<file path="src/rtl/wb_port_arbiter.sv">
// wb_port_arbiter: shares the single register-file write port between the
// in-order pipeline result and buffered out-of-order multiplier results.
// A small FIFO holds multiplier results; a starvation guard forces a FIFO
// grant (stalling the pipeline) after STARVE_MAX consecutive losses.
// Optional: define WB_STALL_COUNT_EN to build a saturating stall-cycle counter
// on stall_cnt; otherwise stall_cnt is tied to zero.
module wb_port_arbiter #(
    parameter int DATA_W     = 32,
    parameter int ADDR_W     = 5,
    parameter int MQ_DEPTH   = 2,
    parameter int STARVE_MAX = 4
) (
    input  logic              clk,
    input  logic              reset,
    input  logic              p_valid,
    input  logic [5:0]        p_opcode,
    input  logic [ADDR_W-1:0] p_dest,
    input  logic [ADDR_W-1:0] p_target,
    input  logic [DATA_W-1:0] p_data,
    input  logic [DATA_W-1:0] p_link,
    output logic              stall,
    input  logic              m_valid,
    output logic              m_ready,
    input  logic [ADDR_W-1:0] m_dest,
    input  logic [DATA_W-1:0] m_data,
    output logic              wr_en,
    output logic [ADDR_W-1:0] wr_addr,
    output logic [DATA_W-1:0] wr_data,
    output logic [15:0]       stall_cnt
);

    localparam int PTR_W = (MQ_DEPTH > 1) ? $clog2(MQ_DEPTH) : 1;
    localparam int CNT_W = $clog2(MQ_DEPTH + 1);
    localparam int STV_W = $clog2(STARVE_MAX + 1);
    localparam logic [CNT_W-1:0] DEPTH_C     = CNT_W'(MQ_DEPTH);
    localparam logic [STV_W-1:0] STARVE_LAST = STV_W'(STARVE_MAX - 1);
    localparam logic [ADDR_W-1:0] LINK_REG   = ADDR_W'(31);

    localparam logic [5:0] OP_ADDU = 6'd1;
    localparam logic [5:0] OP_LW   = 6'd3;
    localparam logic [5:0] OP_MULT = 6'd4;
    localparam logic [5:0] OP_ADDI = 6'd5;
    localparam logic [5:0] OP_CALL = 6'd8;

    typedef struct packed {
        logic [ADDR_W-1:0] addr;
        logic [DATA_W-1:0] data;
    } mq_entry_t;

    typedef enum logic {S_NORMAL, S_FORCE} state_t;

    state_t            state_q, state_d;
    logic [STV_W-1:0]  starve_q, starve_d;
    mq_entry_t         mq_q [MQ_DEPTH];
    mq_entry_t         mq_d [MQ_DEPTH];
    logic [PTR_W-1:0]  rd_ptr_q, rd_ptr_d;
    logic [PTR_W-1:0]  wr_ptr_q, wr_ptr_d;
    logic [CNT_W-1:0]  count_q, count_d;
    logic              wr_en_q, wr_en_d;
    logic [ADDR_W-1:0] wr_addr_q, wr_addr_d;
    logic [DATA_W-1:0] wr_data_q, wr_data_d;

    logic              p_req;
    logic [ADDR_W-1:0] p_addr;
    logic [DATA_W-1:0] p_wdata;
    logic              fifo_empty;
    logic              push;
    logic              pop;
    mq_entry_t         head;

    assign fifo_empty = (count_q == '0);
    // Based on the registered count: a full FIFO refuses even while draining.
    assign m_ready    = (count_q < DEPTH_C);
    assign push       = m_valid && m_ready;
    assign head       = mq_q[rd_ptr_q];

    assign wr_en   = wr_en_q;
    assign wr_addr = wr_addr_q;
    assign wr_data = wr_data_q;

    // Decode whether the pipeline result writes a register, and which one.
    always_comb begin
        p_req   = 1'b0;
        p_addr  = '0;
        p_wdata = p_data;
        if (p_valid) begin
            case (p_opcode)
                OP_ADDU, OP_MULT: begin
                    p_req  = 1'b1;
                    p_addr = p_target;
                end
                OP_LW, OP_ADDI: begin
                    p_req  = 1'b1;
                    p_addr = p_dest;
                end
                OP_CALL: begin
                    p_req   = 1'b1;
                    p_addr  = LINK_REG;
                    p_wdata = p_link;
                end
                default: p_req = 1'b0;
            endcase
        end
        // r0 is hardwired; never write it.
        if (p_addr == '0) p_req = 1'b0;
    end

    // Arbitration FSM: pipeline wins normally, FIFO wins when idle or forced.
    always_comb begin
        state_d   = state_q;
        starve_d  = starve_q;
        pop       = 1'b0;
        stall     = 1'b0;
        wr_en_d   = 1'b0;
        wr_addr_d = wr_addr_q;
        wr_data_d = wr_data_q;
        case (state_q)
            S_NORMAL: begin
                if (p_req) begin
                    wr_en_d   = 1'b1;
                    wr_addr_d = p_addr;
                    wr_data_d = p_wdata;
                    if (!fifo_empty) begin
                        starve_d = starve_q + STV_W'(1);
                        if (starve_q == STARVE_LAST) state_d = S_FORCE;
                    end else begin
                        starve_d = '0;
                    end
                end else if (!fifo_empty) begin
                    pop      = 1'b1;
                    starve_d = '0;
                    // Entries aimed at r0 are drained silently.
                    if (head.addr != '0) begin
                        wr_en_d   = 1'b1;
                        wr_addr_d = head.addr;
                        wr_data_d = head.data;
                    end
                end else begin
                    starve_d = '0;
                end
            end
            S_FORCE: begin
                pop      = !fifo_empty;
                stall    = p_req;
                starve_d = '0;
                state_d  = S_NORMAL;
                if (pop && head.addr != '0) begin
                    wr_en_d   = 1'b1;
                    wr_addr_d = head.addr;
                    wr_data_d = head.data;
                end
            end
        endcase
    end

    // FIFO pointer/count/storage update; push and pop may coincide.
    always_comb begin
        mq_d     = mq_q;
        rd_ptr_d = rd_ptr_q;
        wr_ptr_d = wr_ptr_q;
        count_d  = count_q;
        if (push) begin
            mq_d[wr_ptr_q] = '{addr: m_dest, data: m_data};
            wr_ptr_d       = wr_ptr_q + PTR_W'(1);
        end
        if (pop) rd_ptr_d = rd_ptr_q + PTR_W'(1);
        case ({push, pop})
            2'b10:   count_d = count_q + CNT_W'(1);
            2'b01:   count_d = count_q - CNT_W'(1);
            default: count_d = count_q;
        endcase
    end

    // State registers; reset discards buffered results and pending writes.
    always_ff @(posedge clk or negedge reset) begin
        if (!reset) begin
            state_q   <= S_NORMAL;
            starve_q  <= '0;
            rd_ptr_q  <= '0;
            wr_ptr_q  <= '0;
            count_q   <= '0;
            wr_en_q   <= 1'b0;
            wr_addr_q <= '0;
            wr_data_q <= '0;
            for (int i = 0; i < MQ_DEPTH; i++) mq_q[i] <= '0;
        end else begin
            state_q   <= state_d;
            starve_q  <= starve_d;
            rd_ptr_q  <= rd_ptr_d;
            wr_ptr_q  <= wr_ptr_d;
            count_q   <= count_d;
            wr_en_q   <= wr_en_d;
            wr_addr_q <= wr_addr_d;
            wr_data_q <= wr_data_d;
            for (int i = 0; i < MQ_DEPTH; i++) mq_q[i] <= mq_d[i];
        end
    end

`ifdef WB_STALL_COUNT_EN
    logic [15:0] stall_cnt_q, stall_cnt_d;

    // Count stalled cycles, saturating at all-ones.
    always_comb begin
        stall_cnt_d = stall_cnt_q;
        if (stall && stall_cnt_q != 16'hFFFF) stall_cnt_d = stall_cnt_q + 16'd1;
    end

    // Stall counter register.
    always_ff @(posedge clk or negedge reset) begin
        if (!reset) stall_cnt_q <= '0;
        else        stall_cnt_q <= stall_cnt_d;
    end

    assign stall_cnt = stall_cnt_q;
`else
    assign stall_cnt = '0;
`endif

endmodule

</file>
<file path="config.mk">
export PLATFORM = sky130hd
export DESIGN_NAME = wb_port_arbiter
export DESIGN_NICKNAME = d
export VERILOG_FILES = /design/src/rtl/wb_port_arbiter.sv
export SDC_FILE = /design/constraint.sdc
export NUM_CORES = 1
export LEC_CHECK = 0
export ABC_AREA = 1
export BUFFER_PORTS_ARGS = -buffer_cell sky130_fd_sc_hd__buf_2
export CORE_UTILIZATION = 50
export DETAILED_ROUTE_END_ITERATION = 8
export PLACE_DENSITY = 0.83
export SYNTH_ARGS = -nofsm -noshare
export SYNTH_HDL_FRONTEND = slang
export SYNTH_SLANG_ARGS = --single-unit
</file>
<file path="constraint.sdc">
create_clock -name clk -period 5.2 [get_ports clk]
set_clock_uncertainty 0.15 [all_clocks]
set_input_delay 0 -clock clk [delete_from_list [all_inputs] [get_ports clk]]
set_output_delay 0 -clock clk [all_outputs]
set_load 0.02 [all_outputs]
</file>
==> results.ini, run 1 <==
[floorplanning]
die_area_sq_um = 13100
io_pins = 177
die_h_microns = 114
fp.coreArea_sq_um = 12200
initial_core_util_pct = 51.9
num_rows = 40
die_w_microns = 114

[finish]
fill_cells = 894
num_antenna_cells = 0
drive_gt1_share_pct = 21.3
seq_area_sq_um = 3000
finish.utilization_pct = 72.4
area_growth_syn_to_layout_pct = 39.4
fin_cells = 1300
nNetsFinal = 1243
multi_input_area_sq_um = 2750

[worst_setup_path]
worstPathMaxFanout = 33
startpoint_type = input pin
worst_setup_path_end_kind = flip-flop
cp.required_ps = 5340
critPathKind = in -> reg
worstPathArrival_ps = 3010

[power]
p_leak_uw = 0.00482
power_uw = 5110
cellPowerDensity_nw_per_um2 = 581
ir_drop_uv = 343

[synthesis]
synthCells = 873
syn_avg_cell_area_sq_um = 7.23
synth-seq-cells = 120
yosysSeqAreaShare_pct = 47.6
synthesis.area_sq_um = 6310
yosysUniqueCellTypes = 27
yosysWarnings = 0

[route]
vias = 6623
wl_per_cell_microns = 14.3
drc = 0
firstDrtPassIters = 5
drt_iter0_drc = 545
via_per_inst = 5.09
ant_nets = 0
routed_wl_microns = 18600

[cts]
clk_pin_slew_worst_paths_ps = 60
cts_made_buffers = 17
clk_latency_ps = 410
cts_tree = built
ctsHoldBuffers = 109
cts_setup_buffers = 0
clk_path_buf_depth = 2
htreeDepth = 4
cts_resized = 0
cts.sinks = 120
clock-root-buffer = clkbuf_16

[timing]
timing.final.crit_share_pct = 55.2
fin_setup_tns_ps = 0
final-hold-violation-count = 0
setup_violations = 0
rsz0062_at_grt = no
period_minus_slack_ps = 2870
hold_slack_ps = 24.6
worst_slew_pin_slew_ps = 1050
maxSlewViolCount = 0
fmax_mhz = 348
max_slew_margin_pct = 29.6

[placed_design]
gp_congestion = 0.797
io_buffers = 160
dpl.hpwl_microns = 10800
place_inst = 1159

[min_path]
hold_path_class = in -> reg

[global_route]
track_usage_pct = 30.0
grt_pass1_vias = 6514
antenna_found_initial = 0
grt_start_max_net_pins = 78
grt_remaining_overflow = 0
grt_pass1_wl_microns = 30500

[run]
cap_violations = 0

[run_status]
status = complete, no violations

[sequential cells by signal, indices dropped and copies added (netlist names)]
| signal | flops |
|---|---|
| wr_data | 32 |
| mq_q | 74 |
| wr_en | 1 |
| state_q | 1 |
| count_q | 2 |
| rd_ptr_q | 1 |
| wr_ptr_q | 1 |
| starve_q | 3 |
| wr_addr | 5 |
[layer usage]
| metal | global-route usage, % | vias to the layer above | share of wire [%] |
|---|---|---|---|
| met5 | 0 | - | 0 |
| met4 | 16.5 | 0 | 3.7 |
| met3 | 6.09 | 65 | 6.8 |
| met2 | 48.2 | 343 | 47 |
| met1 | 38.0 | 3045 | 42 |
| li1 | - | 3170 | - |
[cell usage in the layout, fill, tap and decap left out, types with 3 or more instances in the layout]
cell           synthesis  layout
buf_2                 11     159
buf_4                 18       9
clkbuf_16              0      17
clkinv_4               0       5
conb_1                 1      16
dfrtp_1              120     120
dlygate4sd3_1          0     109
ha_1                   3       3
inv_1                 74      74
nand2_1              331     331
nand3_1               24      23
nand3_2                2       3
nand4_1               28      28
nor2_1                87      87
nor2_2                11      11
o21ai_0               94      94
or2_2                 22      22
[critical path, cell delays in order]
cell           delay, ps
dlygate4sd3_1        530
buf_2                140
inv_1                 70
nor2_2                90
buf_4                320
inv_1                520
o21ai_1              370
dlygate4sd3_1        610
nand4_1              130
nand2_1              160
nor2_2                50
[cells in the mapped netlist (all sizes together)]
| cell type | instances | area [sq um] |
|---|---|---|
| a21oi | 1 | 5.00 |
| a41oi | 1 | 16.3 |
| buf | 38 | 239 |
| clkbuf | 27 | 101 |
| conb | 1 | 3.75 |
| dfrtp | 120 | 3000 |
| ha | 3 | 37.5 |
| inv | 76 | 285 |
| mux2i | 1 | 10.0 |
| nand2 | 331 | 1240 |
| nand3 | 26 | 140 |
| nand4 | 29 | 188 |
| nor2 | 99 | 407 |
| nor4 | 1 | 6.26 |
| o21ai | 95 | 475 |
| or2 | 22 | 138 |
| xnor2 | 1 | 8.76 |
| xor2 | 1 | 8.76 |
[layout make-up]
class                           count  share of cell area (%)
Sequential cell                   120                    34.1
Multi-Input combinational cell    627                    31.2
Timing Repair Buffer              277                    22.2
Clock buffer                       19                    5.15
Inverter                           76                    3.24
Tap cell                          168                    2.39
Clock inverter                     13                    1.66
[through the flow]
stage / instance area [sq um] / setup WS, ps
6_report: 8800 / 2330
5_1_grt: 8800 / 2110
4_1_cts: 8800 / 2460
3_5_place_dp: 7110 / 2180
3_3_place_gp: 7110 / 2320
2_1_floorplan: 6370 / 3180
[worst paths after layout]
path | slack (ps) | start | depth (start not counted) | end
max | 2330 | p_valid | 11 | wr_data[2]
min | 20 | p_dest[1] | 7 | wr_addr[1]
max reg2reg | 2510 | state_q | 9 | count_q[1]
min reg2reg | 290 | starve_q[0] | 1 | starve_q[0]
max in group asynchronous | 3620 | reset | 3 | wr_data[3]
min in group asynchronous | 160 | reset | 2 | wr_data[14]
[kinds of logic (layout without fill, tap and decap cells)]
family / after synthesis / after routing / share of synthesized area (%)
xor+xnor: 2 / 2 / 0.277
flops: 120 / 120 / 47.6
fa+ha+maj: 3 / 3 / 0.594
other cells: 1 / 16 / 0.0594
simple gates: 508 / 508 / 33.6
compound gates: 97 / 97 / 7.87
mux: 1 / 1 / 0.159
buf+inv: 141 / 385 / 9.91
[power by group]
part | total [uW] | switching [uW] | internal [uW]
logic | 2320 | 1540 | 779
registers | 1620 | 235 | 1390
clock network | 1170 | 435 | 735
Note: power is estimated with default switching activity, not from simulation.
==> run 2, diff against run 1 <==
--- a/config.mk
+++ b/config.mk
@@ -5,7 +5,7 @@
 export SDC_FILE = /design/constraint.sdc
 export NUM_CORES = 1
 export LEC_CHECK = 0
-export ABC_AREA = 1
+export ABC_AREA = 0
 export BUFFER_PORTS_ARGS = -buffer_cell sky130_fd_sc_hd__buf_2
 export CORE_UTILIZATION = 50
 export DETAILED_ROUTE_END_ITERATION = 8
==> constraint.sdc (replaced) <==
create_clock -name clk -period 2.7 [get_ports clk]
set_clock_uncertainty 0.15 [all_clocks]
set_input_delay 0 -clock clk [delete_from_list [all_inputs] [get_ports clk]]
set_output_delay 0 -clock clk [all_outputs]
set_load 0.02 [all_outputs]
==> run 2 against run 1 <==
Cell area down 1.1%; total power up 85%; via count down 28%; area after synthesis down 3.6%; synthesized cell count down 49%; first-iteration DRC count down 55%; sequential cell count unchanged; clock power up 71%; count of clock-buffer cells in the layout up 1; hold slack better by 32 ps; the run now ends with design-rule violations left; die area down 3.5%.
==> results.ini, run 2 <==
[run_status]
status = finished, violations left
violations = design-rule violations

[min_path]
hold_path_class = in -> async

[synthesis]
yosysWarnings = 0
synth-seq-cells = 120
async_reset_ff_share_pct = 100
ys_top_cells_by_count = dfrtp_1, mux2_2, mux2i_1, buf_4, buf_2
synth-main-ff-cell = dfrtp_1
yosysMostFrequentCell = dfrtp_1
synth.area.top_cells = dfrtp_1, mux2_2, mux2i_1
synth_area_leader_cell = dfrtp_1
synth_edf_count = 0
synthesis.area_sq_um = 6090
yosysUniqueCellTypes = 46
synth_top_area_share_pct = 49.3
yosysSeqAreaShare_pct = 49.3
syn_avg_cell_area_sq_um = 13.8
synthCells = 442

[finish]
layout_common_cells = buf_2, dfrtp_1, dlygate4sd3_1
drive_gt1_share_pct = 44.5
nNetsFinal = 848
finish.utilization_pct = 74.6
final_common_cell = buf_2
final_area_sq_um = 8700
largest_register_ffs = 74
largest-register = mq_q
area_growth_syn_to_layout_pct = 42.9

[global_route]
grt_pass1_wl_microns = 27700
antenna_found_initial = 1
track_usage_pct = 28.8
grt_pass1_vias = 5571
grt_start_max_net_pins = 63
grt_remaining_overflow = 0

[cts]
clk_pin_slew_worst_paths_ps = 60
htreeDepth = 4
clk_path_buf_depth = 2
cts_tree = built
cts_made_buffers = 17
clk_latency_ps = 410
cts.sinks = 120
clock-root-buffer = clkbuf_16

[worst_setup_path]
worstPathArrival_ps = 2740
worstPathMaxFanout = 15
critPathKind = reg -> reg
cp.required_ps = 2840
startpoint_type = flip-flop
worst_setup_path_end_kind = flip-flop

[power]
p_leak_uw = 0.00432
ir_drop_uv = 625
cellPowerDensity_nw_per_um2 = 1090
power_uw = 9450

[floorplanning]
initial_core_util_pct = 52.2
io_pins = 177
die_area_sq_um = 12600
fp.coreArea_sq_um = 11700
die_h_microns = 112
num_rows = 39
die_w_microns = 112

[placed_design]
pre_cts_ws_ps = 405
gp_congestion = 0.776
io_buffers = 160
dpl.hpwl_microns = 9210
post_dp_cell_area_sq_um = 6980

[timing]
fmax_mhz = 386
worst_slew_pin_slew_ps = 811
period_minus_slack_ps = 2590
timing.final.crit_share_pct = 96.0
max_slew_margin_pct = 45.9
fin_setup_tns_ps = 0
setup_violations = 0
final-hold-violation-count = 0
setup_ws_ps = 108
maxSlewViolCount = 0

[route]
vias = 4754
via_per_inst = 5.40
drc = 14
routed_wl_microns = 17000
drt_iter0_drc = 247
wl_per_cell_microns = 19.3
ant_nets = 0
firstDrtPassIters = 8

[run]
cap_violations = 0

[run 2: cell types whose count changed after synthesis, sizes merged, moves of 4 or more]
cell     before  now
nand2       331    5
mux2          0  109
mux2i         1  101
nor2         99    8
o21ai        95    5
inv          76    3
nand4        29    0
nand3        26    2
clkbuf       27    6
or2          22    2
buf          38   31
a221oi        0    5
xnor2         1    6
o2bb2ai       0    4
[run 2: through the flow]
step	hold slack (ps)	instances
2_1_floorplan	-446	457
3_3_place_gp	-30.5	731
3_5_place_dp	-11.2	731
4_1_cts	93.0	879
5_1_grt	161	881
6_report	56.4	881
[run 2: worst paths after layout]
| path | from | endpoint | slack, ps | cells after the start |
|---|---|---|---|---|
| setup / recovery | rd_ptr_q | wr_addr[4] | 110 | 7 |
| hold / removal | reset | wr_data[21] | 60 | 2 |
| setup reg to reg | rd_ptr_q | wr_addr[4] | 110 | 7 |
| hold reg to reg | starve_q[0] | starve_q[0] | 300 | 1 |
| max in group asynchronous | reset | mq_q[1] | 1520 | 3 |
| min in group clk | p_dest[4] | starve_q[0] | 160 | 5 |
[run 2: routing by layer]
layer	GRT usage (%)	share of wire [%]	wire [microns]
met1	30.2	37	6350
met2	54.7	55	9400
met3	6.32	4.1	704
met4	13.2	3.1	531
met5	0	0	0
[run 2: power by group]
group | internal (uW) | leakage [uW] | switching, uW
sequential | 2740 | 0.00143 | 567
combinational | 2130 | 0.00264 | 2010
clock | 1190 | 0.000248 | 814
total | 6060 | 0.00432 | 3390
[run 2: area by class of cell]
cell class              instances  area, sq um
clock inverters                12         80.1
flip-flops and latches        120         3010
well taps                     143          179
fillers                       711         2960
clock buffers                  20          447
diodes                          1         2.50
repair buffers                285         2080
inverters                       3         11.3
multi-input cells             297         2900
[run 2: repair_timing]
action                                 in CTS  in global routing
setup endpoints to repair                   0                  2
endpoints found under the hold margin     177                  0
gates resized for setup                     0                  5
hold buffers                              116                  0
setup buffers                               0                  1
[run 2: logic make-up after synthesis]
| kind of cell | after synthesis | share of synthesized area, % |
|---|---|---|
| mux | 210 | 36.8 |
| flops | 120 | 49.3 |
| buf+inv | 40 | 4.48 |
| simple gates | 35 | 4.27 |
| compound gates | 26 | 3.47 |
| xor+xnor | 7 | 1.01 |
| fa+ha+maj | 3 | 0.617 |
| other cells | 1 | 0.0616 |
[run 2: critical path, cell delays in order, from the launching register on]
cell,delay (ps)
dfrtp_4,560
nor4_2,290
a31oi_1,130
o21ai_4,210
buf_12,200
mux2i_1,230
o22ai_1,110
dlygate4sd3_1,590
==> run 3, diff against run 2 <==
--- a/config.mk
+++ b/config.mk
@@ -10,6 +10,7 @@
 export CORE_UTILIZATION = 50
 export DETAILED_ROUTE_END_ITERATION = 8
 export PLACE_DENSITY = 0.83
+export SETUP_SLACK_MARGIN = 0.3
 export SYNTH_ARGS = -nofsm -noshare
 export SYNTH_HDL_FRONTEND = slang
 export SYNTH_SLANG_ARGS = --single-unit
==> run 3 against run 2 <==
The flow still finishes with violations (design-rule violations); register-to-register slack better by 230 ps; sequential power about the same; worst setup slack better by 230 ps.
==> results.ini, run 3 (same netlist as run 2, synthesis figures left out) <==
[finish]
layout_common_cells = buf_2, dlygate4sd3_1, dfrtp_1
largest_register_ffs = 74
final_area_sq_um = 8760
finish.utilization_pct = 75.1
largest-register = mq_q
fill_cells = 708
nNetsFinal = 855
area_growth_syn_to_layout_pct = 43.9
final_common_cell = buf_2
drive_gt1_share_pct = 44.4

[cts]
cts_tree = built
htreeDepth = 4
clk_pin_slew_worst_paths_ps = 60
cts_made_buffers = 17
clk_path_buf_depth = 2
clock-root-buffer = clkbuf_16
clk_latency_ps = 410
cts.sinks = 120

[worst_setup_path]
cp_top_family = buffers and inverters
crit_buf_inv = 4
critical_path.slowest_cell = dlygate4sd3_1
r2r_slack_ps = 340
startpoint_type = input pin
critPathKind = in -> reg
slowest_delay_ps = 610
cp.required_ps = 2860
worstPathArrival_ps = 2520
worst_setup_path_end_kind = flip-flop
worstPathMaxFanout = 32
crit_chain = dlygate4sd3_1 > buf_2 > nor4b_4 > nand2_2 > buf_4 > mux2i_1 > dlygate4sd3_1 > mux2i_1

[global_route]
grt_pass1_wl_microns = 27800
grt_remaining_overflow = 0
grt_pass1_vias = 5617
antenna_found_initial = 1
grt_start_max_net_pins = 63
track_usage_pct = 28.9

[power]
power_uw = 9350
ir_drop_uv = 623
cellPowerDensity_nw_per_um2 = 1070
p_leak_uw = 0.00434

[route]
firstDrtPassIters = 6
drc = 14
vias = 4768
wl_per_cell_microns = 19.2
via_per_inst = 5.37
routed_wl_microns = 17100
ant_nets = 0
drt_iter0_drc = 218

[floorplanning]
io_pins = 177
num_rows = 39
fp.coreArea_sq_um = 11700
die_w_microns = 112
die_area_sq_um = 12600
die_h_microns = 112
initial_core_util_pct = 52.2

[timing]
setup_ws_ps = 339
final-hold-violation-count = 0
setup_violations = 0
period_minus_slack_ps = 2360
timing.final.crit_share_pct = 87.5
fin_setup_tns_ps = 0
rsz0062_at_grt = no
max_slew_margin_pct = 45.2
worst_slew_pin_slew_ps = 822
fmax_mhz = 423
maxSlewViolCount = 0

[min_path]
hold_path_class = in -> reg

[run_status]
violations = design-rule violations
status = finished, violations left

[run]
cap_violations = 0

[placed_design]
io_buffers = 160
gp_congestion = 0.776
pre_cts_ws_ps = 405
post_dp_cell_area_sq_um = 6980
dpl.hpwl_microns = 9210

## run 3: changes by cell type in the layout (fill, tap and decap cells not counted), moves of 2 or more
cell	previous run	this run
buf_4	6	8
dlygate4sd3_1	116	122
or3_1	2	0
or3_4	1	3
## run 3: metal layers
layer  global-route usage, %  vias to the layer above  wire (microns)
met3                    6.43                       45             681
met4                    13.4                        0             501
li1                        -                     2178               -
met1                    30.0                     2375            6380
met2                    54.9                      170            9530
met5                       0                        -               0
## run 3: worst reg2reg max path, delay by kind of cell (launching register included)
kind	cells	cell delay, ps
compound gates	2	350
buf+inv	1	320
flops	1	580
mux	2	420
simple gates	1	390
## run 3: layout make-up
class / count / area [sq um] / area share (%)
diodes: 1 / 2.50 / 0.0286
clock buffers: 20 / 447 / 5.10
clock inverters: 12 / 80.1 / 0.914
inverters: 3 / 11.3 / 0.129
multi-input cells: 297 / 2910 / 33.2
flip-flops and latches: 120 / 3000 / 34.3
well taps: 143 / 179 / 2.04
repair buffers: 292 / 2130 / 24.3
## run 3: what timing repair did
action,CTS,global route
gates resized for setup,0,4
endpoints found under the setup margin,0,34
buffers inserted,0,2
hold buffers,122,0
endpoints found under the hold margin,177,0
## run 3: power breakdown
part	switching, uW	internal, uW	total (uW)
combinational	1960	2060	4030
clock	810	1190	2000
sequential	589	2730	3320
## run 3: worst paths after layout
path | startpoint | cells past startpoint | to
setup / recovery | p_opcode[0] | 8 | wr_data[26]
hold / removal | p_target[0] | 5 | wr_addr[4]
setup reg to reg | rd_ptr_q | 6 | wr_data[26]
hold reg to reg | starve_q[0] | 1 | starve_q[0]
max in group asynchronous | reset | 3 | mq_q[38]
min in group asynchronous | reset | 2 | wr_data[21]
## run 3: metrics by stage
step,hold WS (ps),instances
global placement,-30.5,731
global route,39.3,888
floorplan,-446,457
detailed placement,-11.2,731
finish,40.2,888
CTS,16.1,885
